**src/rtl/binary_row_profiler_pkg.sv**
```systemverilog
// rtl/binary_row_profiler_pkg.sv - shared constants for the binarizer / row profiler pair
package binary_row_profiler_pkg;

    localparam logic [1:0] S_IDLE = 2'd0;
    localparam logic [1:0] S_SCAN = 2'd1;
    localparam logic [1:0] S_EMIT = 2'd2;
    localparam logic [1:0] S_DONE = 2'd3;

    localparam int PIX_W  = 8;
    // Offset 0 is the leftmost bit of each byte in the ascending-indexed bus, i.e. its MSB.
    localparam int FG_BIT = 0;

    function automatic int cw_of(input int w);
        return $clog2(w + 1);
    endfunction

    function automatic int tw_of(input int w, input int h);
        return $clog2(w * h + 1);
    endfunction

endpackage

```
**src/rtl/binary_row_profiler.sv**
```systemverilog
// rtl/binary_row_profiler.sv - captures a binarized frame and streams per-row foreground profiles
module binary_row_profiler
    import binary_row_profiler_pkg::*;
#(
    parameter int width     = 10,
    parameter int height    = 10,
    parameter int min_count = 2,
    parameter int CW        = cw_of(width),
    parameter int TW        = tw_of(width, height)
) (
    input  logic                              clk,
    input  logic                              rst,
    input  logic [0:width*height*PIX_W-1]     frame_in,
    input  logic                              frame_valid,
    output logic                              frame_ready,
    output logic                              row_valid,
    input  logic                              row_ready,
    output logic [((height > 1) ? $clog2(height) : 1)-1:0] row_index,
    output logic [0:width-1]                  row_bits,
    output logic [CW-1:0]                     row_count,
    output logic                              row_is_text,
    output logic                              row_last,
    output logic                              frame_done,
    output logic [TW-1:0]                     frame_total
);

    localparam int NPIX = width * height;
    localparam int PW   = $clog2(NPIX);
    localparam int RW   = (height > 1) ? $clog2(height) : 1;
    localparam int COLW = (width > 1) ? $clog2(width) : 1;

    logic [1:0]      state;
    logic [0:NPIX-1] fg_in;
    logic [0:NPIX-1] fg_buf;
    logic [RW-1:0]   row;
    logic [COLW-1:0] col;
    logic [0:width-1] acc_bits;
    logic [CW-1:0]   acc_count;
    logic [TW-1:0]   total_acc;
    logic [PW-1:0]   pix_idx;
    logic            fg;
    logic [0:width-1] bits_nxt;
    logic [CW-1:0]   count_nxt;

    // Only the foreground flag of each byte is kept; the remaining bits feed nothing.
    logic unused_frame_bits;
    assign unused_frame_bits = ^frame_in;

    for (genvar p = 0; p < NPIX; p++) begin : g_fg
        assign fg_in[p] = frame_in[p*PIX_W + FG_BIT];
    end

    assign pix_idx   = PW'(row) * PW'(width) + PW'(col);
    assign fg        = fg_buf[pix_idx];
    assign count_nxt = acc_count + CW'(fg);

    always_comb begin
        bits_nxt      = acc_bits;
        bits_nxt[col] = fg;
    end

    always_ff @(posedge clk) begin
        if (rst) begin
            state       <= S_IDLE;
            frame_ready <= 1'b0;
            row         <= '0;
            col         <= '0;
            acc_bits    <= '0;
            acc_count   <= '0;
            total_acc   <= '0;
            row_valid   <= 1'b0;
            row_index   <= '0;
            row_bits    <= '0;
            row_count   <= '0;
            row_is_text <= 1'b0;
            row_last    <= 1'b0;
            frame_done  <= 1'b0;
            frame_total <= '0;
        end else begin
            frame_done <= 1'b0;
            case (state)
                S_IDLE: begin
                    frame_ready <= 1'b1;
                    if (frame_valid && frame_ready) begin
                        fg_buf      <= fg_in;
                        row         <= '0;
                        col         <= '0;
                        acc_bits    <= '0;
                        acc_count   <= '0;
                        total_acc   <= '0;
                        frame_ready <= 1'b0;
                        state       <= S_SCAN;
                    end
                end
                S_SCAN: begin
                    acc_bits  <= bits_nxt;
                    acc_count <= count_nxt;
                    col       <= col + 1'b1;
                    if (col == COLW'(width - 1)) begin
                        row_index   <= row;
                        row_bits    <= bits_nxt;
                        row_count   <= count_nxt;
                        row_is_text <= (count_nxt >= CW'(min_count));
                        row_last    <= (row == RW'(height - 1));
                        total_acc   <= total_acc + TW'(count_nxt);
                        row_valid   <= 1'b1;
                        state       <= S_EMIT;
                    end
                end
                S_EMIT: begin
                    if (row_ready) begin
                        row_valid <= 1'b0;
                        if (row_last) begin
                            frame_done  <= 1'b1;
                            frame_total <= total_acc;
                            state       <= S_DONE;
                        end else begin
                            row       <= row + 1'b1;
                            col       <= '0;
                            acc_bits  <= '0;
                            acc_count <= '0;
                            state     <= S_SCAN;
                        end
                    end
                end
                default: begin
                    frame_ready <= 1'b1;
                    state       <= S_IDLE;
                end
            endcase
        end
    end

endmodule

```
**config.mk**
```make
export PLATFORM = sky130hd
export DESIGN_NAME = binary_row_profiler
export DESIGN_NICKNAME = d
export VERILOG_FILES = /design/src/rtl/binary_row_profiler_pkg.sv /design/src/rtl/binary_row_profiler.sv
export SDC_FILE = /design/constraint.sdc
export NUM_CORES = 1
export LEC_CHECK = 0
export ABC_AREA = 1
export BUFFER_PORTS_ARGS = -buffer_cell sky130_fd_sc_hd__clkbuf_2
export CORE_AREA = 2 2 322 324
export DETAILED_ROUTE_END_ITERATION = 12
export DIE_AREA = 0 0 324 326
export PLACE_DENSITY = 0.38
export SYNTH_ARGS = -nofsm -noshare
export SYNTH_HDL_FRONTEND = slang
export SYNTH_SLANG_ARGS = --single-unit
```
**constraint.sdc**
```tcl
create_clock -name clk -period 11.1 [get_ports clk]
set_input_delay 1.665 -clock clk [delete_from_list [all_inputs] [get_ports clk]]
set_output_delay 1.665 -clock clk [all_outputs]
set_load 0.02 [all_outputs]
```
==> results.yml, run 1 <==
synth:
  asyncSetResetFlopFracSynth_pct: 0
  synth.yosys.warnings: 0
  synthesized_netlist_cell_count: 731
  synth_flop_cell: "sky130_fd_sc_hd__edfxtp_1"
  synth-edff-count: 100
  ys_types: 38
  synthMostInstantiatedCell: "sky130_fd_sc_hd__nand2_1"
  synthesis.area_um2: 7180
  syn-mean-instance-area_um2: 9.82
  yosysTopAreaCellShare_pct: 41.8
  synth.yosys.seq_area_share_pct: 58.6
  synthDominantAreaCellType: "sky130_fd_sc_hd__edfxtp_1"
  yosys-top-cells-area: "sky130_fd_sc_hd__edfxtp_1 (42%), sky130_fd_sc_hd__dfxtp_1 (17%), sky130_fd_sc_hd__nand2_1 (9.4%), sky130_fd_sc_hd__nand3_1 (6.3%), sky130_fd_sc_hd__ha_1 (4.4%)"
  postSynthNetCount: 1563
  synth-seq-cells: 160
  cell_types_with_the_highest_counts_after_synthesis: "sky130_fd_sc_hd__nand2_1 (179), sky130_fd_sc_hd__edfxtp_1 (100), sky130_fd_sc_hd__nand3_1 (90)"
status:
  status: "complete, no violations"
drt:
  drc_errors: 0
  first_iter_violations: 238
  detailroute.via_count: 5520
  antenna_left: 0
  drtPass1Iterations: 4
  vias_per_cell: 2.45
  routed_wire_length_per_instance_um: 11.3
  drt_wl_total_mm: 25.5
job:
  maxCapViolations: 0
sta:
  timing.slew.headroom_pct: 20.3
  clock_skew_ns: 0.0201
  hold-worst-slack_ns: 0.465
  setup_tns_ns: 0
  fin_crit_sh_pct: 49.9
  fmax_mhz: 181
  finalWorstPathRequiredPeriod_ns: 5.54
  tightest_pin_transition_ns: 1.19
  finalHoldViolations: 0
  setup_failing_eps_final: 0
  rsz0062_at_grt: "false"
  report.final.slew_viol_count: 0
place:
  gp_congestion: 0.725
  numPlacedInstances: 2217
  numPortBuffers: 133
  detailed_place_hpwl_mm: 18.4
finish:
  ratio_of_cells_with_drive_above_1_in_the_final_layout_pct: 23.8
  synthToLayoutAreaGrowth_pct: 39.4
  numnets_final: 1688
  finalNonFillerCells: 2250
setup_path:
  start_kind: "flop"
  worst-path-max-fanout: 10
  r2r-start: "row[0]"
  timing.critical_path.required_ns: 11.49
  crit_start: "row[0]"
  critPathArrivalTime_ns: 5.92
  worstSetupEndpointType: "flop"
  critPathKind: "reg -> reg"
grt:
  grt_max_degree: 83
  number_of_global_route_vias_before_repair: 5641
  number_of_antenna_violations_at_the_first_check_in_global_routing: 2
  track_usage_pct: 4.95
  grt_overflow_total: 0
  grt_first_pass_wirelength_mm: 37.1
power:
  ir_worst_vdd_mv: 0.115
  power.sequential.fraction_pct: 39.7
  fin_total_pwr_uw: 1760
  combinational_cell_fraction_of_total_power_pct: 24.7
  internal_power_uw: 1100
  power.share.clock_pct: 35.6
  powerDensity_nw_per_um2: 176
  power.switching_fraction_pct: 37.5
  leak_uw: 0.00350
  total_switching_power_uw: 660
hold_path:
  hp-class: "reg -> reg"
  timing.hold.worst.start: "acc_bits[4]"
clock_network:
  clock_insertion_delay_worst_skew_ns: 0.48
  clkSlewWorstSetupHoldPaths_ns: 0.08
  clk_root_buffer_cell: "sky130_fd_sc_hd__clkbuf_16"
  clock_tree.htree_level_count: 4
  cts_made_buffers: 17
  post_cts.resized_instances: 0
  post-cts-setup-buffers: 0
  tritoncts_num_sinks: 160
  cts_max_path_buffers: 2
  post_cts_hold_buffer_count: 0
  tritoncts: "yes"
floorplanning:
  placement_rows: 118
  core_region_area_um2: 103000
  initial_core_util_pct: 6.99
  boundaryPins: 834
  die_y_um: 326
  die_x_um: 324
  die-area_um2: 106000
## layout make-up
cell class	count	area (um2)
clock inverters	15	180
clock buffers	17	425
diodes	1	2.50
repair buffers	137	696
flip-flops and latches	160	4210
well taps	1380	1730
multi-input cells	493	2580
fillers	11900	92600
inverters	47	181
## power by group through the flow
stage / Clock, uW / Sequential, uW / Combinational [uW]
floorplan: 0 / 715 / 298
global placement: 0 / 712 / 455
detailed placement: 0 / 713 / 457
CTS: 658 / 699 / 459
global route: 676 / 704 / 499
finish: 626 / 699 / 435
## routing by layer
layer | track usage [%] | routed length, um | part of all wire, % | up-vias
met2 | 7.46 | 11200 | 44 | 143
met3 | 1.64 | 1450 | 5.7 | 24
li1 | - | - | - | 2745
met4 | 1.81 | 432 | 1.7 | 2
met5 | 0 | 13 | 0.051 | -
met1 | 6.53 | 12300 | 48 | 2606
## through the flow
step,setup WS [ns],util [%],cell area [um2]
after floorplan,4.32,-,7180
after global placement,5.50,9.15,9390
after detailed placement,5.52,9.15,9390
after CTS,5.49,9.74,10000
after global routing,5.20,9.74,10000
final,5.56,9.75,10000
## cell usage in the layout (no fill, tap or decap), drive strengths merged, types with 10 or more instances in the layout
cell type  instances
nand2            181
clkbuf           150
edfxtp           100
nand3            100
dfxtp             60
a21oi             59
inv               57
nor2              48
o21ai             33
ha                25
nor3              11
or2               10
## critical path: stages (launching register included)
cell and delay [ns]:
sky130_fd_sc_hd__dfxtp_1 0.37, sky130_fd_sc_hd__ha_1 0.25, sky130_fd_sc_hd__fa_1 1.03, sky130_fd_sc_hd__inv_1 0.41, sky130_fd_sc_hd__nor2_1 0.39, sky130_fd_sc_hd__a21oi_1 0.11, sky130_fd_sc_hd__nand3_1 0.09, sky130_fd_sc_hd__nand3_1 0.08
sky130_fd_sc_hd__nand2_1 0.55, sky130_fd_sc_hd__nand2_2 0.15, sky130_fd_sc_hd__ha_1 0.24, sky130_fd_sc_hd__ha_1 0.19, sky130_fd_sc_hd__xor2_1 0.33, sky130_fd_sc_hd__ha_1 0.36, sky130_fd_sc_hd__a21oi_1 0.15, sky130_fd_sc_hd__and2_1 0.16
sky130_fd_sc_hd__inv_1 0.05, sky130_fd_sc_hd__a21oi_1 0.13, sky130_fd_sc_hd__nor2_1 0.07, sky130_fd_sc_hd__and3_1 0.18, sky130_fd_sc_hd__nor3_1 0.12
## flip-flops by register name, indices dropped and copies added, names as in the netlist
| register | cells |
|---|---|
| acc_count | 4 |
| row | 4 |
| frame_ready | 1 |
| frame_total | 7 |
| row_bits | 10 |
| total_acc | 7 |
| acc_bits | 9 |
| row_index | 4 |
| row_is_text | 1 |
| row_valid | 1 |
| row_count | 4 |
| col | 4 |
| row_last | 1 |
| state | 2 |
| fg_buf | 100 |
| frame_done | 1 |
## kinds of logic after synthesis
logic type / synth area share [%]
XOR/XNOR: 0.976
buffers and inverters: 5.53
AND/OR/NAND/NOR: 22.4
adder cells (fa/ha/maj): 5.20
AO/OA/AOI/OAI: 7.34
flip-flops: 58.6
## worst paths after layout
kind | end | slack, ns | cells past startpoint
worst min register to register | acc_bits[4] | 0.46 | 2
worst max register to register | total_acc[5] | 5.56 | 20
worst max-delay path | total_acc[5] | 5.56 | 20
worst min-delay path | acc_bits[4] | 0.46 | 2
Power figures use the tool's default switching activity.
==> run 2, diff against run 1 <==
- ABC_AREA: 1 -> 0
- CORE_AREA: 2 2 322 324 -> 2 2 327 329
- DIE_AREA: 0 0 324 326 -> 0 0 329 331
- PLACE_DENSITY: 0.38 -> 0.37
- clock period: 11.1 -> 5.8 ns (I/O delays scaled with it)
==> run 2 against run 1 <==
Effect of this change: clock power rose by 88%; worst setup slack got worse by 4.9 ns; sequential share of layout area rose by 0.095 points; wire length fell by 10%; cell count fell by 8.2%; register-to-register slack got worse by 4.9 ns; flip-flop and latch count did not move; combinational power rose by 15%; synthesized cell count fell by 29%; area after synthesis fell by 2.7%; largest power group unchanged; highest routed layer unchanged.
==> results.yml, run 2 <==
synth:
  yosys-top-cells-area: "sky130_fd_sc_hd__edfxtp_1 (43%), sky130_fd_sc_hd__dfxtp_1 (17%), sky130_fd_sc_hd__mux4_2 (4.8%), sky130_fd_sc_hd__mux4_1 (4.5%), sky130_fd_sc_hd__ha_1 (4.5%)"
  synth_flop_cell: "sky130_fd_sc_hd__edfxtp_1"
  synthMostInstantiatedCell: "sky130_fd_sc_hd__edfxtp_1"
  syn-mean-instance-area_um2: 13.4
  cell_types_with_the_highest_counts_after_synthesis: "sky130_fd_sc_hd__edfxtp_1 (100), sky130_fd_sc_hd__dfxtp_1 (60), sky130_fd_sc_hd__nor2_1 (51)"
  synth-seq-cells: 160
  synth.yosys.warnings: 0
  postSynthNetCount: 1354
  ys_types: 47
  synthDominantAreaCellType: "sky130_fd_sc_hd__edfxtp_1"
  synth.yosys.seq_area_share_pct: 60.2
  asyncSetResetFlopFracSynth_pct: 0
  yosysTopAreaCellShare_pct: 43.0
  synthesized_netlist_cell_count: 522
  synth-edff-count: 100
  synthesis.area_um2: 6980
floorplanning:
  die_y_um: 331
  boundaryPins: 834
  die-area_um2: 109000
  initial_core_util_pct: 6.65
  core_region_area_um2: 105000
  die_x_um: 329
  placement_rows: 119
place:
  gp_congestion: 0.695
  numPortBuffers: 133
  dp_worst_setup_slack_ns: 0.679
  dpl-instance-area_um2: 9370
  detailed_place_hpwl_mm: 17.8
power:
  total_switching_power_uw: 951
  internal_power_uw: 2080
  combinational_cell_fraction_of_total_power_pct: 16.6
  power.share.clock_pct: 39.1
  ir_worst_vdd_mv: 0.255
  leak_uw: 0.00330
  power.sequential.fraction_pct: 44.3
  power.switching_fraction_pct: 31.4
  powerDensity_nw_per_um2: 303
finish:
  n_antenna_cell: 0
  numnets_final: 1494
  finalInstanceArea_um2: 9980
  fillers: 12000
  synthToLayoutAreaGrowth_pct: 42.9
  largest_registers: "fg_buf x100, row_bits x10, acc_bits x9"
  registers.top_by_ff_count: "fg_buf"
  most_frequent_standard_cell_in_the_layout_excluding_fill_and_tap_cells: "sky130_fd_sc_hd__clkbuf_2"
  layout.cells.most_common_list: "sky130_fd_sc_hd__clkbuf_2 (133), sky130_fd_sc_hd__edfxtp_1 (100), sky130_fd_sc_hd__dfxtp_1 (59)"
  largest_reg_flops: 100
  ratio_of_cells_with_drive_above_1_in_the_final_layout_pct: 30.8
sta:
  rsz0062_at_grt: "false"
  clock_skew_ns: 0.0114
  setup_failing_eps_final: 0
  setup_ws_ns: 0.701
  timing.slew.headroom_pct: 23.2
  tightest_pin_transition_ns: 1.15
  finalHoldViolations: 0
  report.final.slew_viol_count: 0
  finalWorstPathRequiredPeriod_ns: 5.10
  fmax_mhz: 196
  fin_crit_sh_pct: 87.9
  setup_tns_ns: 0
clock_network:
  cts_max_path_buffers: 2
  cts_made_buffers: 17
  post-cts-setup-buffers: 0
  tritoncts_num_sinks: 160
  clock_insertion_delay_worst_skew_ns: 0.47
  post_cts_hold_buffer_count: 0
  post_cts.resized_instances: 0
  tritoncts: "yes"
  clock_tree.htree_level_count: 4
  clk_root_buffer_cell: "sky130_fd_sc_hd__clkbuf_16"
  clkSlewWorstSetupHoldPaths_ns: 0.07
setup_path:
  critPathKind: "reg -> reg"
  max_stage_delay_ns: 0.58
  worst-path-max-fanout: 8
  critical_path.slowest_cell: "sky130_fd_sc_hd__mux4_2"
  depth_of_the_worst_register_to_register_path: 17
  timing.critical_path.required_ns: 6.16
  timing.critical_path.mode_cell: "sky130_fd_sc_hd__ha_1"
  start_kind: "flop"
  critPathArrivalTime_ns: 5.45
  worstSetupPathDepth: 17
  timing.critical_path.cells: "ha_1, ha_1, xor2_2, mux4_2, mux2_2, a21o_1, nand2_1, inv_1, ha_1, ha_1, inv_1, fa_1, o21ai_0, and3_1, and3_1, xnor2_1, nor2_1"
  crit_family: "adder cells"
  worstSetupEndpointType: "flop"
  cp.buffers_inverters: 2
drt:
  vias_per_cell: 2.26
  detailroute.via_count: 4666
  routed_wire_length_per_instance_um: 11.1
  drt_wl_total_mm: 22.9
  drc_errors: 0
  first_iter_violations: 252
  drtPass1Iterations: 5
  antenna_left: 0
hold_path:
  min_delay_path_depth: 2
  hp-class: "reg -> reg"
grt:
  number_of_global_route_vias_before_repair: 4852
  grt_first_pass_wirelength_mm: 33.2
  grt_max_degree: 68
  grt_overflow_total: 0
  track_usage_pct: 4.31
  number_of_antenna_violations_at_the_first_check_in_global_routing: 5
status:
  status: "complete, no violations"
job:
  maxCapViolations: 0
==> run 2: changes by cell type after synthesis, moves of 8 or more <==
cell / before / now
sky130_fd_sc_hd__a21oi_1: 59 / 36
sky130_fd_sc_hd__buf_4: 11 / 3
sky130_fd_sc_hd__inv_1: 40 / 15
sky130_fd_sc_hd__mux2i_1: 0 / 14
sky130_fd_sc_hd__mux4_1: 0 / 12
sky130_fd_sc_hd__mux4_2: 0 / 15
sky130_fd_sc_hd__nand2_1: 179 / 40
sky130_fd_sc_hd__nand3_1: 90 / 11
sky130_fd_sc_hd__nand3_2: 10 / 0
sky130_fd_sc_hd__nor3b_1: 0 / 11
sky130_fd_sc_hd__o21ai_0: 30 / 7
sky130_fd_sc_hd__o41ai_1: 0 / 9
sky130_fd_sc_hd__or2_2: 10 / 0
sky130_fd_sc_hd__or3b_2: 0 / 9
==> run 2: cell families (layout without fill, tap and decap cells) <==
logic type	count (synthesis)	count (layout)	synth area share, %
xor+xnor	14	14	1.76
buf+inv	40	193	2.90
flops	160	160	60.2
simple gates	162	162	11.4
compound gates	75	75	6.74
fa+ha+maj	28	28	5.34
mux	43	43	11.7
==> run 2: stage by stage <==
stage          power, uW  utilization (%)  hold slack (ns)  instances
3_5_place_dp        1890             8.93            0.451       2034
6_report            3030             9.50            0.462       2066
4_1_cts             3100             9.50            0.461       2066
5_1_grt             3190             9.50            0.476       2066
2_1_floorplan       1680                -            0.436        522
3_3_place_gp        1880             8.93            0.443       2034
==> run 2: tightest hold or removal path: stages, from the launching register on <==
cell and delay, ns:
sky130_fd_sc_hd__dfxtp_1 0.32, sky130_fd_sc_hd__nand2_1 0.05, sky130_fd_sc_hd__a21oi_1 0.05
==> run 2: layer usage <==
layer	track usage (%)	share of wire, %
met5	0	0.15
met4	1.60	1.9
met3	2.33	9.5
met2	6.37	44
met1	5.24	44
==> run 2: path summary, 6_finish.rpt <==
kind | start | end | slack (ns)
max | row[0] | total_acc[6] | 0.70
min | acc_count[0] | acc_count[0] | 0.46
max reg2reg | row[0] | total_acc[6] | 0.70
min reg2reg | acc_count[0] | acc_count[0] | 0.46
==> run 2: area by class of cell <==
type	count	area (um2)	share of cell area, %
multi-input combinational	322	2590	26.0
clock buffer	17	425	4.26
clock inverter	15	181	1.82
inverter	15	56.3	0.564
timing repair buffer	146	776	7.78
tap	1391	1740	17.4
sequential	160	4210	42.1
==> run 2: power groups by stage <==
stage	Sequential, uW	Combinational, uW	Clock, uW
floorplan	1350	332	0
global placement	1370	511	0
detailed placement	1370	519	0
CTS	1340	521	1240
global route	1350	561	1280
finish	1340	501	1180
==> run 3, diff against run 2 <==
- CORE_AREA: 2 2 327 329 -> 4 4 319 321
- DIE_AREA: 0 0 329 331 -> 0 0 323 325
- PLACE_DENSITY: 0.37 -> 0.38
==> run 3 against run 2 <==
Effect of this change: global-route usage is 0.10 points lower; largest power group unchanged; wire length is 7.1% lower; worst hold slack better by 0.0024 ns; combinational power shrank 1%; critical endpoint unchanged; sequential power about the same; largest cell class unchanged; worst setup slack better by 0.11 ns.
==> results.yml, run 3 (synthesis results as in run 2) <==
sta:
  setup_tns_ns: 0
  fin_crit_sh_pct: 86.1
  tightest_pin_transition_ns: 1.09
  rsz0062_at_grt: "false"
  report.final.slew_viol_count: 0
  finalHoldViolations: 0
  timing.slew.headroom_pct: 27.4
  finalWorstPathRequiredPeriod_ns: 4.99
  hold-worst-slack_ns: 0.465
  fmax_mhz: 200
  clock_skew_ns: 0.0109
  setup_ws_ns: 0.808
  setup_failing_eps_final: 0
finish:
  multi_input_area_um2: 2590
  ratio_of_cells_with_drive_above_1_in_the_final_layout_pct: 30.2
  registers.top_by_ff_count: "fg_buf"
  numnets_final: 1491
  layout.cells.most_common_list: "sky130_fd_sc_hd__clkbuf_2 (133), sky130_fd_sc_hd__edfxtp_1 (100), sky130_fd_sc_hd__dfxtp_1 (59)"
  n_antenna_cell: 0
  fillers: 11500
  synthToLayoutAreaGrowth_pct: 40.6
  largest_reg_flops: 100
  finish.utilization_pct: 9.89
  sequential_cell_area_um2: 4210
  most_frequent_standard_cell_in_the_layout_excluding_fill_and_tap_cells: "sky130_fd_sc_hd__clkbuf_2"
  largest_registers: "fg_buf x100, row_bits x10, acc_bits x9"
power:
  power.sequential.fraction_pct: 45.0
  leak_uw: 0.00326
  powerDensity_nw_per_um2: 303
  power.switching_fraction_pct: 29.5
  power.share.clock_pct: 38.3
  combinational_cell_fraction_of_total_power_pct: 16.6
  total_switching_power_uw: 877
  internal_power_uw: 2100
  ir_worst_vdd_mv: 0.192
drt:
  vias_per_cell: 2.33
  first_iter_violations: 290
  detailroute.via_count: 4597
  drt_wl_total_mm: 21.3
  drtPass1Iterations: 5
  antenna_left: 0
  routed_wire_length_per_instance_um: 10.8
  drc_errors: 0
floorplanning:
  initial_core_util_pct: 7.03
  die-area_um2: 105000
  boundaryPins: 834
  die_y_um: 325
  die_x_um: 323
  placement_rows: 116
  core_region_area_um2: 99300
setup_path:
  r2r-start: "row[0]"
  crit_start: "row[0]"
  timing.critical_path.required_ns: 6.15
  critPathArrivalTime_ns: 5.34
  worst-path-max-fanout: 10
  critPathKind: "reg -> reg"
  worstSetupEndpointType: "flop"
  start_kind: "flop"
clock_network:
  tritoncts: "yes"
  clk_root_buffer_cell: "sky130_fd_sc_hd__clkbuf_16"
  cts_made_buffers: 17
  post-cts-setup-buffers: 0
  clock_insertion_delay_worst_skew_ns: 0.46
  cts_max_path_buffers: 2
  post_cts_hold_buffer_count: 0
  clkSlewWorstSetupHoldPaths_ns: 0.07
  clock_tree.htree_level_count: 4
  tritoncts_num_sinks: 160
  post_cts.resized_instances: 0
hold_path:
  timing.hold.worst.start: "row_index[2]"
  hp-class: "reg -> reg"
place:
  dp_worst_setup_slack_ns: 0.717
  gp_congestion: 0.686
  detailed_place_hpwl_mm: 16.1
  numPortBuffers: 133
grt:
  number_of_global_route_vias_before_repair: 4866
  grt_max_degree: 81
  track_usage_pct: 4.21
  grt_overflow_total: 0
  grt_first_pass_wirelength_mm: 32.2
  number_of_antenna_violations_at_the_first_check_in_global_routing: 2
job:
  maxCapViolations: 0
status:
  status: "complete, no violations"
[run 3: changes by cell type in the layout (fill, tap and decap cells not counted), sizes merged]
cell	before	now
clkinv	7	2
clkinvlp	0	4
buf	13	10
bufinv	0	1
clkbuf	150	151
inv	23	22
[run 3: layer usage]
layer	up-vias	share of wire, %	GRT usage (%)
met5	-	0.13	0
met4	4	1.5	1.40
met3	27	10	2.38
met2	144	45	6.36
met1	2184	44	5.01
li1	2238	-	-
[run 3: power by group through the flow]
stage / combinational [uW] / sequential, uW / clock [uW]
2_1_floorplan: 332 / 1350 / 0
3_3_place_gp: 505 / 1360 / 0
3_5_place_dp: 509 / 1370 / 0
4_1_cts: 512 / 1340 / 1200
5_1_grt: 555 / 1350 / 1240
6_report: 494 / 1340 / 1140
[run 3: path summary, 6_finish.rpt]
check                 end  slack, ns  cells after the start
min          row_index[2]       0.46                      2
max          total_acc[6]       0.81                     19
max reg2reg  total_acc[6]       0.81                     19
min reg2reg  row_index[2]       0.46                      2
[run 3: worst max-delay path, stage by stage (launching register included)]
cell	delay (ns)
sky130_fd_sc_hd__dfxtp_1	0.39
sky130_fd_sc_hd__ha_1	0.27
sky130_fd_sc_hd__fa_1	0.81
sky130_fd_sc_hd__mux4_2	0.28
sky130_fd_sc_hd__and2_1	0.12
sky130_fd_sc_hd__a211oi_1	0.05
sky130_fd_sc_hd__a211o_1	0.31
sky130_fd_sc_hd__a32oi_1	0.43
sky130_fd_sc_hd__nand2_1	0.19
sky130_fd_sc_hd__inv_1	0.11
sky130_fd_sc_hd__ha_1	0.18
sky130_fd_sc_hd__nand3_1	0.10
sky130_fd_sc_hd__xnor2_1	0.46
sky130_fd_sc_hd__ha_1	0.35
sky130_fd_sc_hd__a21oi_1	0.13
sky130_fd_sc_hd__o21ai_0	0.11
sky130_fd_sc_hd__and3_1	0.21
sky130_fd_sc_hd__and3_1	0.19
sky130_fd_sc_hd__xnor2_1	0.14
sky130_fd_sc_hd__nor2_1	0.05
[run 3: layout make-up]
class / instances / share of cell area [%]
inverters: 15 / 0.574
repair buffers: 143 / 7.80
multi-input cells: 322 / 26.4
clock buffers: 18 / 4.37
well taps: 1298 / 16.5
clock inverters: 14 / 1.49
flip-flops and latches: 160 / 42.8
[run 3: metrics by stage]
step	instances	instance area, um2	power, uW
floorplan	522	6980	1680
global placement	1938	9240	1870
detailed placement	1938	9240	1880
CTS	1970	9820	3050
global route	1970	9820	3150
finish	1970	9820	2970
